File: src/rtl/fetch_stage.sv
`default_nettype none
// ============================================================================
// Module   : fetch_stage
// Purpose  : RV32I instruction-fetch stage: PC register, instruction-memory
//            address, IF/ID pipeline register, stall/flush/redirect handling.
//            Optional perf counters enabled by macro FETCH_PERF_CNT_EN.
// Revision : 1.0  initial release
// ============================================================================
module fetch_stage #(
    parameter logic [31:0] RESET_PC  = 32'h0000_0000,
    parameter logic [31:0] NOP_INSTR = 32'h0000_0013,
    parameter int          CNT_W     = 32
) (
    input  logic              clk,
    input  logic              rst,
    input  logic              stall_i,
    input  logic              flush_i,
    input  logic              redirect_i,
    input  logic [31:0]       redirect_pc_i,
    output logic [31:0]       imem_addr_o,
    input  logic [31:0]       imem_instr_i,
    output logic [31:0]       if_id_pc_o,
    output logic [31:0]       if_id_pc4_o,
    output logic [31:0]       if_id_instr_o,
    output logic              if_id_valid_o,
`ifdef FETCH_PERF_CNT_EN
    output logic [CNT_W-1:0]  perf_fetch_o,
    output logic [CNT_W-1:0]  perf_bubble_o,
`endif
    output logic              misalign_o
);

    logic [31:0] r_pc;
    logic [31:0] r_if_id_pc;
    logic [31:0] r_if_id_pc4;
    logic [31:0] r_if_id_instr;
    logic        r_if_id_valid;
    logic        r_misalign;
    logic [31:0] w_pc_plus4;
    logic [31:0] w_redirect_target;

    assign w_pc_plus4        = r_pc + 32'd4;
    assign w_redirect_target = {redirect_pc_i[31:2], 2'b00};

    // Redirect beats stall; a redirect always squashes the wrong-path fetch.
    always_ff @(posedge clk) begin
        if (rst) begin
            r_pc          <= RESET_PC;
            r_if_id_pc    <= 32'd0;
            r_if_id_pc4   <= 32'd0;
            r_if_id_instr <= NOP_INSTR;
            r_if_id_valid <= 1'b0;
            r_misalign    <= 1'b0;
        end else begin
            r_misalign <= redirect_i && (redirect_pc_i[1:0] != 2'b00);
            if (redirect_i) begin
                r_pc          <= w_redirect_target;
                r_if_id_instr <= NOP_INSTR;
                r_if_id_valid <= 1'b0;
            end else if (stall_i) begin
                if (flush_i) begin
                    r_if_id_instr <= NOP_INSTR;
                    r_if_id_valid <= 1'b0;
                end
            end else begin
                r_pc <= w_pc_plus4;
                if (flush_i) begin
                    r_if_id_instr <= NOP_INSTR;
                    r_if_id_valid <= 1'b0;
                end else begin
                    r_if_id_pc    <= r_pc;
                    r_if_id_pc4   <= w_pc_plus4;
                    r_if_id_instr <= imem_instr_i;
                    r_if_id_valid <= 1'b1;
                end
            end
        end
    end

`ifdef FETCH_PERF_CNT_EN
    logic [CNT_W-1:0] r_perf_fetch;
    logic [CNT_W-1:0] r_perf_bubble;

    // Stalled cycles count as neither a fetch nor a bubble.
    always_ff @(posedge clk) begin
        if (rst) begin
            r_perf_fetch  <= '0;
            r_perf_bubble <= '0;
        end else if (redirect_i) begin
            r_perf_bubble <= r_perf_bubble + 1'b1;
        end else if (!stall_i) begin
            if (flush_i) begin
                r_perf_bubble <= r_perf_bubble + 1'b1;
            end else begin
                r_perf_fetch  <= r_perf_fetch + 1'b1;
            end
        end
    end

    assign perf_fetch_o  = r_perf_fetch;
    assign perf_bubble_o = r_perf_bubble;
`endif

    assign imem_addr_o   = r_pc;
    assign if_id_pc_o    = r_if_id_pc;
    assign if_id_pc4_o   = r_if_id_pc4;
    assign if_id_instr_o = r_if_id_instr;
    assign if_id_valid_o = r_if_id_valid;
    assign misalign_o    = r_misalign;

endmodule
`default_nettype wire

File: config.mk
export PLATFORM = sky130hd
export DESIGN_NAME = fetch_stage
export DESIGN_NICKNAME = d
export VERILOG_FILES = /design/src/rtl/fetch_stage.sv
export SDC_FILE = /design/constraint.sdc
export NUM_CORES = 1
export LEC_CHECK = 0
export BUFFER_PORTS_ARGS = -buffer_cell sky130_fd_sc_hd__buf_2
export CORE_UTILIZATION = 50
export CTS_CLUSTER_DIAMETER = 30
export DETAILED_ROUTE_END_ITERATION = 6
export GPL_TIMING_DRIVEN = 0
export PLACE_DENSITY = 0.82
export SKIP_LAST_GASP = 1
export SYNTH_ARGS = -nofsm -noshare
export SYNTH_HDL_FRONTEND = slang
export SYNTH_SLANG_ARGS = --single-unit
File: constraint.sdc
create_clock -name clk -period 2.2 [get_ports clk]
set_input_delay 0.33 -clock clk [delete_from_list [all_inputs] [get_ports clk]]
set_output_delay 0.33 -clock clk [all_outputs]
set_load 0.02 [all_outputs]
## After elaboration in Yosys (flattened, before gate mapping)

Index checks and enable logic that the tools add are counted.

- Bits in registers: 130
- Output and inout port bits: 130

- Bitwise operators: 3
- Reductions and logical operators: 4
- Add/sub/neg operators: 1
- Eq/ne operators: 2
- Mux-type cells: 8

Operators by type and width:

| kind | number |
|---|---|
| $mux 32 | 5 |
| $add 32x3->32 const B | 1 |
| $ne 2x1->1 const B | 2 |
| $mux 1 | 3 |
| $not 1->1 | 3 |
| $reduce_and 3->1 | 1 |
| $reduce_bool 2->1 | 1 |
| $reduce_or 2->1 | 1 |
| $logic_and 1x1->1 | 1 |

## Depth between registers and ports, before layout

- Word-level depth: 3
- Depth in mapped cells: 7

## Worst setup path before layout

OpenSTA, ideal clock, no wires.

- Path kind: register to register
- Start: register r_pc[13], in the netlist imem_addr_o[13]
- End: register r_pc[25], in the netlist imem_addr_o[25]
- Setup time: 0.091 ns
- Setup slack: 0.029 ns
- Arrival time: 2.080 ns
- Required time: 2.109 ns
- Cell stages (with the launch flop): 7
- Period minus slack after synthesis: 2.171 ns
- Cell sequence: dfxtp_1 buf_4 nand4_4 or4_4 buf_6 or4_1 a311oi_1

- Word-level cells in the longest chain between the ends: 3

Ends and longest elaborated chain:

| element | line | source |
|---|---|---|
| from (decl) | 33 | `logic [31:0] r_pc;` |
| from (signal assigned) | 57 | `r_pc <= w_redirect_target;` |
| from (signal assigned) | 66 | `r_pc <= w_pc_plus4;` |
| $add 32x3->32 | 42 | `assign w_pc_plus4 = r_pc + 32'd4;` |
| $mux 32 | 60 | `end else if (stall_i) begin` |
| $mux 32 | 56 | `if (redirect_i) begin` |

Every way passes these cells. The select of a mux whose other input is x is not followed.
A chain may end at the register's enable or synchronous reset.

## Worst setup path in the final report

- Start: register r_pc[10], in the netlist imem_addr_o[10]
- End: register r_pc[25], in the netlist imem_addr_o[25]

Same word-level chain as after synthesis.

==> impl_metrics.env <==
export IMPL_status="complete, but fails checks"
export IMPL_violations="setup timing"
export IMPL_netlist_top_cells_count="124 x dfxtp_1, 76 x nand2_1, 67 x nor2_1"
export IMPL_finalCriticalPeriod_ns=2.22
export IMPL_gp_congestion=0.934
export IMPL_finalWirelength_mm=18.6
export IMPL_fin_nets=957
export IMPL_grt_use_met3_pct=9.28
export IMPL_timing_rr_start="imem_addr_o[10]"
export IMPL_setup_worst_path_start_class="flop"
export IMPL_coreArea_um2=10900
export IMPL_grtUsageTotal_pct=32.1
export IMPL_critPathMaxFanout=10
export IMPL_cts_tree="yes"
export IMPL_cts_root_buf="clkbuf_8"
export IMPL_die_area_um2=11700
export IMPL_timing_worst_setup_path_type="flop to flop"
export IMPL_cp_cell_sequence="nand3_1 -> or4_4 -> buf_6 -> or4_1 -> a311oi_1"
export IMPL_finalClockSkew_ns=0.0102
export IMPL_diodes=0
export IMPL_syn_avg_cell_area_um2=8.42
export IMPL_cts_made_buffers=17
export IMPL_crit_required_ns=2.64
export IMPL_reg2reg_depth=5
export IMPL_grt_use_met1_pct=39.7
export IMPL_grt_pass1_vias=5583
export IMPL_swShare_pct=28.1
export IMPL_power_frac_clock_pct=47.1
export IMPL_switching_power_mw=1.67
export IMPL_hp_start="imem_instr_i[16]"
export IMPL_avgViaCountPerCell=5.87
export IMPL_overflow=0
export IMPL_clockBufferDepth=2
export IMPL_grt_pass1_wl_mm=28.6
export IMPL_start_util_pct=51.6
export IMPL_hold_path_class="primary input to flop"
export IMPL_io_pins=199
export IMPL_ys_flop_type="dfxtp_1"
export IMPL_p_per_area_nw_per_um2=791
export IMPL_clk_pin_slew_ns=0.06
export IMPL_antenna_left=0
export IMPL_async_flop_share_pct=0
export IMPL_holdPathStages=3
export IMPL_yosysWarnings=0
export IMPL_ys_ff_latch=124
export IMPL_min_period_over_period_pct=101
export IMPL_synth_cell_area_um2=5620
export IMPL_synth_cells=668
export IMPL_syn_to_final_growth_pct=33.4
export IMPL_place_detailed_hpwl_mm=13.2
export IMPL_top_usage_layer="met2"
export IMPL_reg2reg_slack_ns=-0.02
export IMPL_port_buffers=191
export IMPL_hold_viol=0
export IMPL_setup_slack_ns=-0.0193
export IMPL_drv_slew=0
export IMPL_cp_arrival_ns=2.66
export IMPL_htreeDepth=4
export IMPL_std_cell_rows=38
export IMPL_slew_headroom_pct=51.4
export IMPL_path_delay_family="simple AND/OR/NAND/NOR gates"
export IMPL_slowest_stage="dfxtp_1"
export IMPL_cpPeakStageDelay_ns=0.58
export IMPL_antenna_found_initial=0
export IMPL_synth_most_common_cell="dfxtp_1"
export IMPL_synth_top_area_share_pct=44.2
export IMPL_fin_setup_tns_ns=-0.0193
export IMPL_tightest_slew_ns=0.729
export IMPL_die_w_um=108
export IMPL_grt_max_degree=17
export IMPL_synth_edf_count=0
export IMPL_yosysUniqueCellTypes=48
export IMPL_grt_met2_usage_pct=52.0
export IMPL_synth_top_area_cell="dfxtp_1"
export IMPL_hold_end="if_id_instr_o[16]"
export IMPL_num_vias=6104
export IMPL_total_power_mw=5.93
export IMPL_drtPass1Iterations=7
export IMPL_crit_buf_inv=1
export IMPL_reg2reg_to="imem_addr_o[25]"
export IMPL_internal_power_mw=4.27
export IMPL_p_comb_share_pct=12.0
export IMPL_rsz0062_at_grt="yes"
export IMPL_drt_initial_drc_count=669
export IMPL_max_cap_viol_count=0
export IMPL_endpoint_kind="flop"
export IMPL_seqPwrFrac_pct=40.9
export IMPL_synth_seq_area_share_pct=44.2
export IMPL_fp_dieH_um=108
export IMPL_synth_area_top_cells="dfxtp_1 44%, mux2i_1 5.3%, nand2_1 5.1%"
export IMPL_fmax_mhz=451
export IMPL_clock_sinks=124
export IMPL_p_leak_nw=3.11
export IMPL_insertion_delay_ns=0.53
export IMPL_avgRoutedWirePerCell_um=17.9
export IMPL_drive_above_1_share_pct=30.9
export IMPL_ir_worst_vdd_v=0.000527
export IMPL_final_setup_viol_count=1
export IMPL_drc=0
-- power groups by stage --
stage	Combinational, mW	Clock, mW	Sequential (mW)
after detailed placement	0.695	0	2.46
after CTS	0.695	2.79	2.42
after global routing	0.769	2.90	2.43
after floorplan	0.332	0	2.55
final	0.713	2.79	2.43
after global placement	0.688	0	2.46
-- cell type report --
cell class / instances / area, um2
flip-flops and latches: 124 / 2490
clock inverters: 13 / 154
fillers: 895 / 3390
clock buffers: 19 / 432
inverters: 8 / 30.0
plain buffers: 69 / 359
repair buffers: 198 / 1010
multi-input cells: 469 / 2840
well taps: 140 / 175
-- layout by cell type, fill, tap and decap left out, types with 12 or more instances in the layout --
cell	netlist	routed
nand2_1	76	76
a21oi_1	43	43
or3_1	16	16
a311oi_1	14	12
or4_1	18	16
clkbuf_1	49	42
dfxtp_1	124	118
clkbuf_16	0	16
o31ai_1	16	16
nor3_1	14	14
nand4_1	17	17
mux2i_1	30	30
a211oi_1	18	18
o21ai_0	32	32
nor4_1	14	13
xnor2_1	20	20
nor2_1	67	67
buf_4	11	17
buf_2	9	197
-- per-stage QoR --
step	utilization (%)	instances	setup slack (ns)	cell area [um2]	hold WS, ns
2_1_floorplan	-	673	0.0288	5640	0.452
3_3_place_gp	62.2	1004	-0.205	6770	0.431
3_5_place_dp	62.2	1004	-0.252	6770	0.444
4_1_cts	67.8	1034	0.000599	7380	0.00124
5_1_grt	68.9	1040	-0.0859	7500	0.0331
6_report	68.9	1040	-0.0193	7500	0.0280
-- repair_timing --
action / in CTS / in global routing
hold endpoints to repair: 1 / 1
resized for setup: 14 / 23
pin swaps: 1 / 3
setup endpoints to repair: 21 / 17
hold buffers: 1 / 1
buffers inserted: 0 / 5
-- worst max-delay path by stage --
stage	startpoint	endpoint	depth (start not counted)
5_1_grt	imem_addr_o[4]	if_id_pc4_o[31]	5
6_report	imem_addr_o[10]	imem_addr_o[25]	5
4_1_cts	imem_addr_o[8]	imem_addr_o[25]	6
2_1_floorplan	imem_addr_o[13]	imem_addr_o[25]	6
3_5_place_dp	imem_addr_o[2]	if_id_pc4_o[20]	6
3_3_place_gp	imem_addr_o[2]	if_id_pc4_o[24]	6
-- cells by family after synthesis --
logic type / share of synthesized area (%)
and+or+nand+nor: 23.3
AOI/OAI and AO/OA: 16.4
DFF: 44.2
buffers and inverters: 6.54
muxes: 5.34
xor gates and xnor gates: 3.89
adders and majority gates: 0.223
other: 0.0667
-- per-layer routing --
layer / share of wire [%] / vias up
li1: - / 2817
met1: 38 / 2825
met2: 47 / 390
met3: 12 / 72
met4: 3.1 / 0
met5: 0 / -
-- sequential cells by signal (all words and copies together) (netlist names) --
register       count
misalign_o         1
if_id_instr_o     32
if_id_valid_o      1
if_id_pc4_o       30
if_id_pc_o        30
imem_addr_o       30
-- tightest hold or removal path, cell delays in order --
cell and delay, ns:
buf_2 0.07, mux2i_1 0.05, nor2_1 0.07
(Power assumes the default switching activity.)
